==> src/rtl/ioctl_loader.sv <==
// ioctl_loader: routes hps_io ioctl downloads (RAW/KCC/TAP per slot) into memory over a req/ack write port.
module ioctl_loader #(
  parameter int                   ADDR_W   = 16,
  parameter int                   N_IDX    = 3,
  parameter int                   IDX_BASE = 1,
  parameter logic [2*N_IDX-1:0]   IDX_MODE = {2'd2, 2'd1, 2'd0},
  parameter logic [ADDR_W-1:0]    RAW_BASE = '0
) (
  input  logic              clk_sys,
  input  logic              reset_n,
  input  logic              ioctl_download,
  input  logic [7:0]        ioctl_index,
  input  logic              ioctl_wr,
  input  logic [24:0]       ioctl_addr,
  input  logic [7:0]        ioctl_data,
  output logic              ioctl_wait,
  output logic [ADDR_W-1:0] mem_addr,
  output logic [7:0]        mem_data,
  output logic              mem_req,
  input  logic              mem_ack,
  output logic [15:0]       load_addr,
  output logic [15:0]       end_addr,
  output logic [15:0]       start_addr,
  output logic              busy,
  output logic              done,
  output logic              autostart,
  output logic              err
);
  localparam logic [1:0] M_RAW = 2'd0, M_TAP = 2'd2;
  typedef enum logic [2:0] {IDLE, TAPHDR, KCCHDR, DATA, WRITE, FLUSH} state_t;
  state_t state, state_nx;
  logic [1:0] mode, sel_mode;
  logic dl_q, dl_rise, pend, hdr_done, kcc_wr, accept;
  logic [3:0] tap_cnt;
  logic [6:0] hdr_cnt;
  logic [7:0] blk_pos, args;
  logic [15:0] pay_cnt;
  logic [16:0] sum;
  logic [ADDR_W-1:0] target;
  logic unused_addr;
  assign unused_addr = &{1'b0, ioctl_addr[24:ADDR_W]};
  assign dl_rise = ioctl_download && !dl_q;
  // in TAP mode the first byte of every 129-byte block is a block number, not stream data
  assign kcc_wr = ioctl_wr && (mode != M_TAP || blk_pos != 8'd0);
  assign sum = {1'b0, load_addr} + {1'b0, pay_cnt};
  assign target = mode == M_RAW ? RAW_BASE + ioctl_addr[ADDR_W-1:0] : ADDR_W'(sum[15:0]);
  assign accept = state == DATA && ioctl_download && !err &&
                  (mode == M_RAW ? ioctl_wr : kcc_wr && sum < {1'b0, end_addr});
  assign ioctl_wait = mem_req;
  assign busy = state != IDLE && state != FLUSH;
  assign done = state == FLUSH;
  assign autostart = done && mode != M_RAW && args >= 8'd3 && !err && hdr_done;
  always_comb begin
    sel_mode = 2'd3;
    for (int i = 0; i < N_IDX; i++)
      if (ioctl_index == 8'(IDX_BASE + i)) sel_mode = IDX_MODE[2*i +: 2];
  end
  always_comb begin
    state_nx = state;
    case (state)
      IDLE:    if (dl_rise && sel_mode != 2'd3)
                 state_nx = sel_mode == M_RAW ? DATA : sel_mode == M_TAP ? TAPHDR : KCCHDR;
      TAPHDR:  state_nx = !ioctl_download ? FLUSH : (ioctl_wr && tap_cnt == 4'd15) ? KCCHDR : TAPHDR;
      KCCHDR:  state_nx = !ioctl_download ? FLUSH : (kcc_wr && hdr_cnt == 7'd127) ? DATA : KCCHDR;
      DATA:    state_nx = !ioctl_download ? FLUSH : accept ? WRITE : DATA;
      WRITE:   state_nx = !mem_ack ? WRITE : (pend || !ioctl_download) ? FLUSH : DATA;
      default: state_nx = IDLE;
    endcase
  end
  always_ff @(posedge clk_sys or negedge reset_n) begin
    if (!reset_n) begin
      state      <= IDLE;
      dl_q       <= 1'b0;
      mode       <= M_RAW;
      err        <= 1'b0;
      pend       <= 1'b0;
      hdr_done   <= 1'b0;
      tap_cnt    <= '0;
      hdr_cnt    <= '0;
      blk_pos    <= '0;
      args       <= '0;
      pay_cnt    <= '0;
      load_addr  <= '0;
      end_addr   <= '0;
      start_addr <= '0;
      mem_addr   <= '0;
      mem_data   <= '0;
      mem_req    <= 1'b0;
    end else begin
      state <= state_nx;
      dl_q  <= ioctl_download;
      case (state)
        IDLE: if (state_nx != IDLE) begin
          mode       <= sel_mode;
          err        <= 1'b0;
          pend       <= 1'b0;
          hdr_done   <= 1'b0;
          tap_cnt    <= '0;
          hdr_cnt    <= '0;
          blk_pos    <= '0;
          args       <= '0;
          pay_cnt    <= '0;
          load_addr  <= '0;
          end_addr   <= '0;
          start_addr <= '0;
        end
        TAPHDR: begin
          if (!ioctl_download) err <= 1'b1;
          else if (ioctl_wr) begin
            tap_cnt <= tap_cnt + 4'd1;
            if (tap_cnt == 4'd0 && ioctl_data != 8'hC3) err <= 1'b1;
          end
        end
        KCCHDR: begin
          if (!ioctl_download) err <= 1'b1;
          else if (ioctl_wr) begin
            if (mode == M_TAP) blk_pos <= blk_pos == 8'd128 ? 8'd0 : blk_pos + 8'd1;
            if (kcc_wr) begin
              hdr_cnt <= hdr_cnt + 7'd1;
              case (hdr_cnt)
                7'd16: args <= ioctl_data;
                7'd17: load_addr[7:0] <= ioctl_data;
                7'd18: load_addr[15:8] <= ioctl_data;
                7'd19: end_addr[7:0] <= ioctl_data;
                7'd20: end_addr[15:8] <= ioctl_data;
                7'd21: start_addr[7:0] <= ioctl_data;
                7'd22: start_addr[15:8] <= ioctl_data;
                7'd127: begin
                  hdr_done <= 1'b1;
                  if (end_addr <= load_addr) err <= 1'b1;
                end
                default: ;
              endcase
            end
          end
        end
        DATA: if (ioctl_download && ioctl_wr) begin
          if (mode == M_TAP) blk_pos <= blk_pos == 8'd128 ? 8'd0 : blk_pos + 8'd1;
          if (mode != M_RAW && kcc_wr) pay_cnt <= pay_cnt + {15'd0, pay_cnt != 16'hFFFF};
          if (accept) begin
            mem_addr <= target;
            mem_data <= ioctl_data;
            mem_req  <= 1'b1;
          end
        end
        WRITE: begin
          pend <= pend || !ioctl_download;
          if (mem_ack) mem_req <= 1'b0;
        end
        default: ;
      endcase
    end
  end
endmodule

==> config.mk <==
export PLATFORM = sky130hd
export DESIGN_NAME = ioctl_loader
export DESIGN_NICKNAME = d
export VERILOG_FILES = /design/src/rtl/ioctl_loader.sv
export SDC_FILE = /design/constraint.sdc
export NUM_CORES = 1
export LEC_CHECK = 0
export ABC_AREA = 0
export CORE_ASPECT_RATIO = 1.25
export CORE_MARGIN = 2
export CORE_UTILIZATION = 50
export DETAILED_ROUTE_END_ITERATION = 16
export HOLD_SLACK_MARGIN = 0.15
export PLACE_DENSITY = 0.76
export SYNTH_ARGS = -nofsm -noshare
export SYNTH_HDL_FRONTEND = slang
export SYNTH_SLANG_ARGS = --single-unit
export TNS_END_PERCENT = 10
==> constraint.sdc <==
create_clock -name clk_sys -period 4.4 [get_ports clk_sys]
set_input_delay 0.66 -clock clk_sys [delete_from_list [all_inputs] [get_ports clk_sys]]
set_output_delay 0.66 -clock clk_sys [all_outputs]
set_load 0.05 [all_outputs]
==> results_dict.tcl <==
set metrics [dict create \
    ir_worst_vdd_v 0.000282 \
    finalNetCount 989 \
    core_um2 14800 \
    synthDistinctLibCells 66 \
    ios 124 \
    root_buffer "clkbuf_16" \
    drc 0 \
    cap_viol_max_count 0 \
    layout_common_cells "125 x dfrtp_1, 113 x clkdlybuf4s50_1, 58 x nand2_1" \
    grt_use_total 0.266 \
    yosysWarningCount 0 \
    vias 6556 \
    area_growth_pct 25.2 \
    async_flop_share 1.00 \
    tightest_slew_ns 0.857 \
    critPathRequiredTime_ns 4.72 \
    clockBufferDepth 2 \
    power.internal_w 0.00232 \
    cp-startpoint "load_addr[1]" \
    grt_first_pass_wirelength_mm 33.1 \
    seq_area_um2 3130 \
    tns_ns 0 \
    fin_worst_skew_ns 0.00934 \
    drive_gt1_frac 0.0902 \
    dp.cells 1047 \
    drt-wirelength-per-cell_um 19.2 \
    crit_path_end_kind "register" \
    power_frac_seq 0.366 \
    power.leakage_nw 4.29 \
    die_x_um 114 \
    maxSlewHeadroom 0.428 \
    swShare 0.341 \
    die_h_um 141 \
    setup_viol 0 \
    multiInputGateArea_um2 4070 \
    clock_sinks 125 \
    avgSynthCellArea_um2 9.66 \
    ant_nets 0 \
    yosysSeqAreaShare 0.416 \
    critPathMaxFanout 14 \
    synth-seq-cells 125 \
    ys.flop_type "dfrtp_1" \
    fmax_ghz 0.239 \
    p_clk_frac 0.388 \
    grt_max_degree 67 \
    hpwl_mm 15.0 \
    insertedDiodeCount 0 \
    core.rowCount 50 \
    syn_area_um2 7520 \
    totalPowerFinal_w 0.00352 \
    start_util 0.507 \
    p_switching_w 0.00120 \
    drv_slew 0 \
    postCtsHoldBufs 0 \
    syn_inst 779 \
    status "complete, no violations" \
    antenna_found_initial 0 \
    comb_power_share 0.246 \
    synthesis.nets 883 \
    crit_type "reg2reg" \
    fp.dieArea_um2 16100 \
    stdcell_count 1080 \
    synth_enable_flop_cells 0 \
    vias_per_cell 6.07 \
    hold_viol 0 \
    drtPass1Iterations 5 \
    h-tree-depth 4 \
    stdcell_area_um2 9420 \
    grt_pass1_vias 6416 \
    min_path_type "in2async" \
    clk_transition_reported_paths_ns 0.06 \
    reg2reg_from "load_addr[1]" \
    clk-insertion-delay-late_ns 0.43 \
    numCtsBuffers 17 \
    cts_tree "yes" \
    layout_commonest_cell "dfrtp_1" \
    fin_crit_ns 4.18 \
    final_util 0.635 \
    place_area_um2 8800 \
    overflow 0 \
    wl_mm 20.7 \
    fillerInstances 1190 \
    cellPowerDensity_nw_per_um2 374 \
    dr.first_iter.drc_count 354 \
    port-buffer-count 114 \
    fin_crit_sh 0.950 \
    arrival_ns 4.50 \
    worst_setup_path_start_kind "register" \
    routabilityCongestion 0.914 \
]
[area by class of cell]
cell class                      instances  share of cell area
Clock buffer                           20              0.0474
Clock inverter                         12              0.0133
Inverter                               49              0.0195
Multi-Input combinational cell        568               0.432
Sequential cell                       125               0.332
Tap cell                              182              0.0242
Timing Repair Buffer                  124               0.131
[logic make-up (layout without fill, tap and decap cells)]
| group | after synthesis | after routing | synth area share |
|---|---|---|---|
| and+or+nand+nor | 226 | 226 | 0.157 |
| muxes | 40 | 40 | 0.0562 |
| adders and majority gates | 58 | 58 | 0.0975 |
| buffers and inverters | 86 | 205 | 0.0486 |
| AOI/OAI and AO/OA | 223 | 223 | 0.201 |
| DFF | 125 | 125 | 0.416 |
| xor gates and xnor gates | 21 | 21 | 0.0244 |
[critical path: stages, from the launching register on]
cell and delay [ns]:
dfrtp_1 0.47, ha_1 0.34, a211oi_1 0.33, o21ai_0 0.25, a211oi_1 0.42, nor2_1 0.12, xor2_1 0.27, ha_1 0.32
nand4_1 0.11, o21ai_0 0.09, a2111oi_1 0.40, a31oi_2 0.21, o32ai_2 0.15, nand2_1 0.07, buf_4 0.22, mux2_2 0.30
[per-layer routing]
metal	share of wire	global-route usage
met2	0.49	0.440
met4	0.035	0.126
met5	0	0
met3	0.064	0.0520
met1	0.41	0.334
[metrics by stage]
step / hold WS, ns / setup WS (ns)
floorplan: 0.364 / 0.154
global placement: 0.474 / 0.133
detailed placement: 0.484 / -0.000498
CTS: 0.370 / 0.0715
global route: 0.411 / -0.0145
finish: 0.338 / 0.220
[timing repair]
| item | CTS | global route |
|---|---|---|
| setup endpoints to repair | 3 | 23 |
| gates resized for setup | 1 | 6 |
| pin swaps | 1 | 1 |
| gates cloned | 0 | 0 |
| setup buffers | 0 | 1 |
[path summary, 6_finish.rpt]
path	end	slack [ns]	depth (start not counted)
worst min register to register	hdr_done	0.50	1
worst min-delay path	dl_q	0.34	1
min in group clk_sys	hdr_done	0.50	1
max in group asynchronous	load_addr[8]	3.22	2
worst max register to register	mem_data[0]	0.22	15
worst max-delay path	mem_data[0]	0.22	15
[cell usage after synthesis (9+ instances only)]
| master | count | share of area |
|---|---|---|
| mux2_2 | 18 | 0.027 |
| o21ai_0 | 46 | 0.031 |
| nand2_1 | 58 | 0.029 |
| and3_1 | 12 | 0.010 |
| inv_1 | 49 | 0.024 |
| nor3_1 | 13 | 0.0086 |
| xnor2_1 | 11 | 0.013 |
| clkbuf_1 | 20 | 0.010 |
| or3_1 | 13 | 0.011 |
| mux2i_1 | 22 | 0.029 |
| nor2_1 | 42 | 0.021 |
| a31oi_1 | 14 | 0.012 |
| xor2_1 | 10 | 0.012 |
| o31ai_1 | 9 | 0.0090 |
| and2_1 | 11 | 0.0091 |
| dfrtp_1 | 125 | 0.42 |
| ha_1 | 57 | 0.095 |
| a21oi_1 | 54 | 0.036 |
| nand3_1 | 22 | 0.015 |
| a22o_1 | 48 | 0.056 |
[sequential cells by signal, indices dropped and copies added, names as in the netlist, 2 cells and up]
signal,count
end_addr,16
load_addr,16
mem_addr,16
pay_cnt,16
start_addr,16
args,8
blk_pos,8
mem_data,8
hdr_cnt,7
tap_cnt,4
state,3
mode,2
[power by group through the flow]
stage	logic (W)	registers, W	clock network, W
after global routing	0.000931	0.00130	0.00143
after global placement	0.000803	0.00131	0
after CTS	0.000829	0.00129	0.00138
after floorplan	0.000547	0.00135	0
final	0.000865	0.00129	0.00137
after detailed placement	0.000811	0.00131	0
Note: power is estimated with default switching activity, not from simulation.
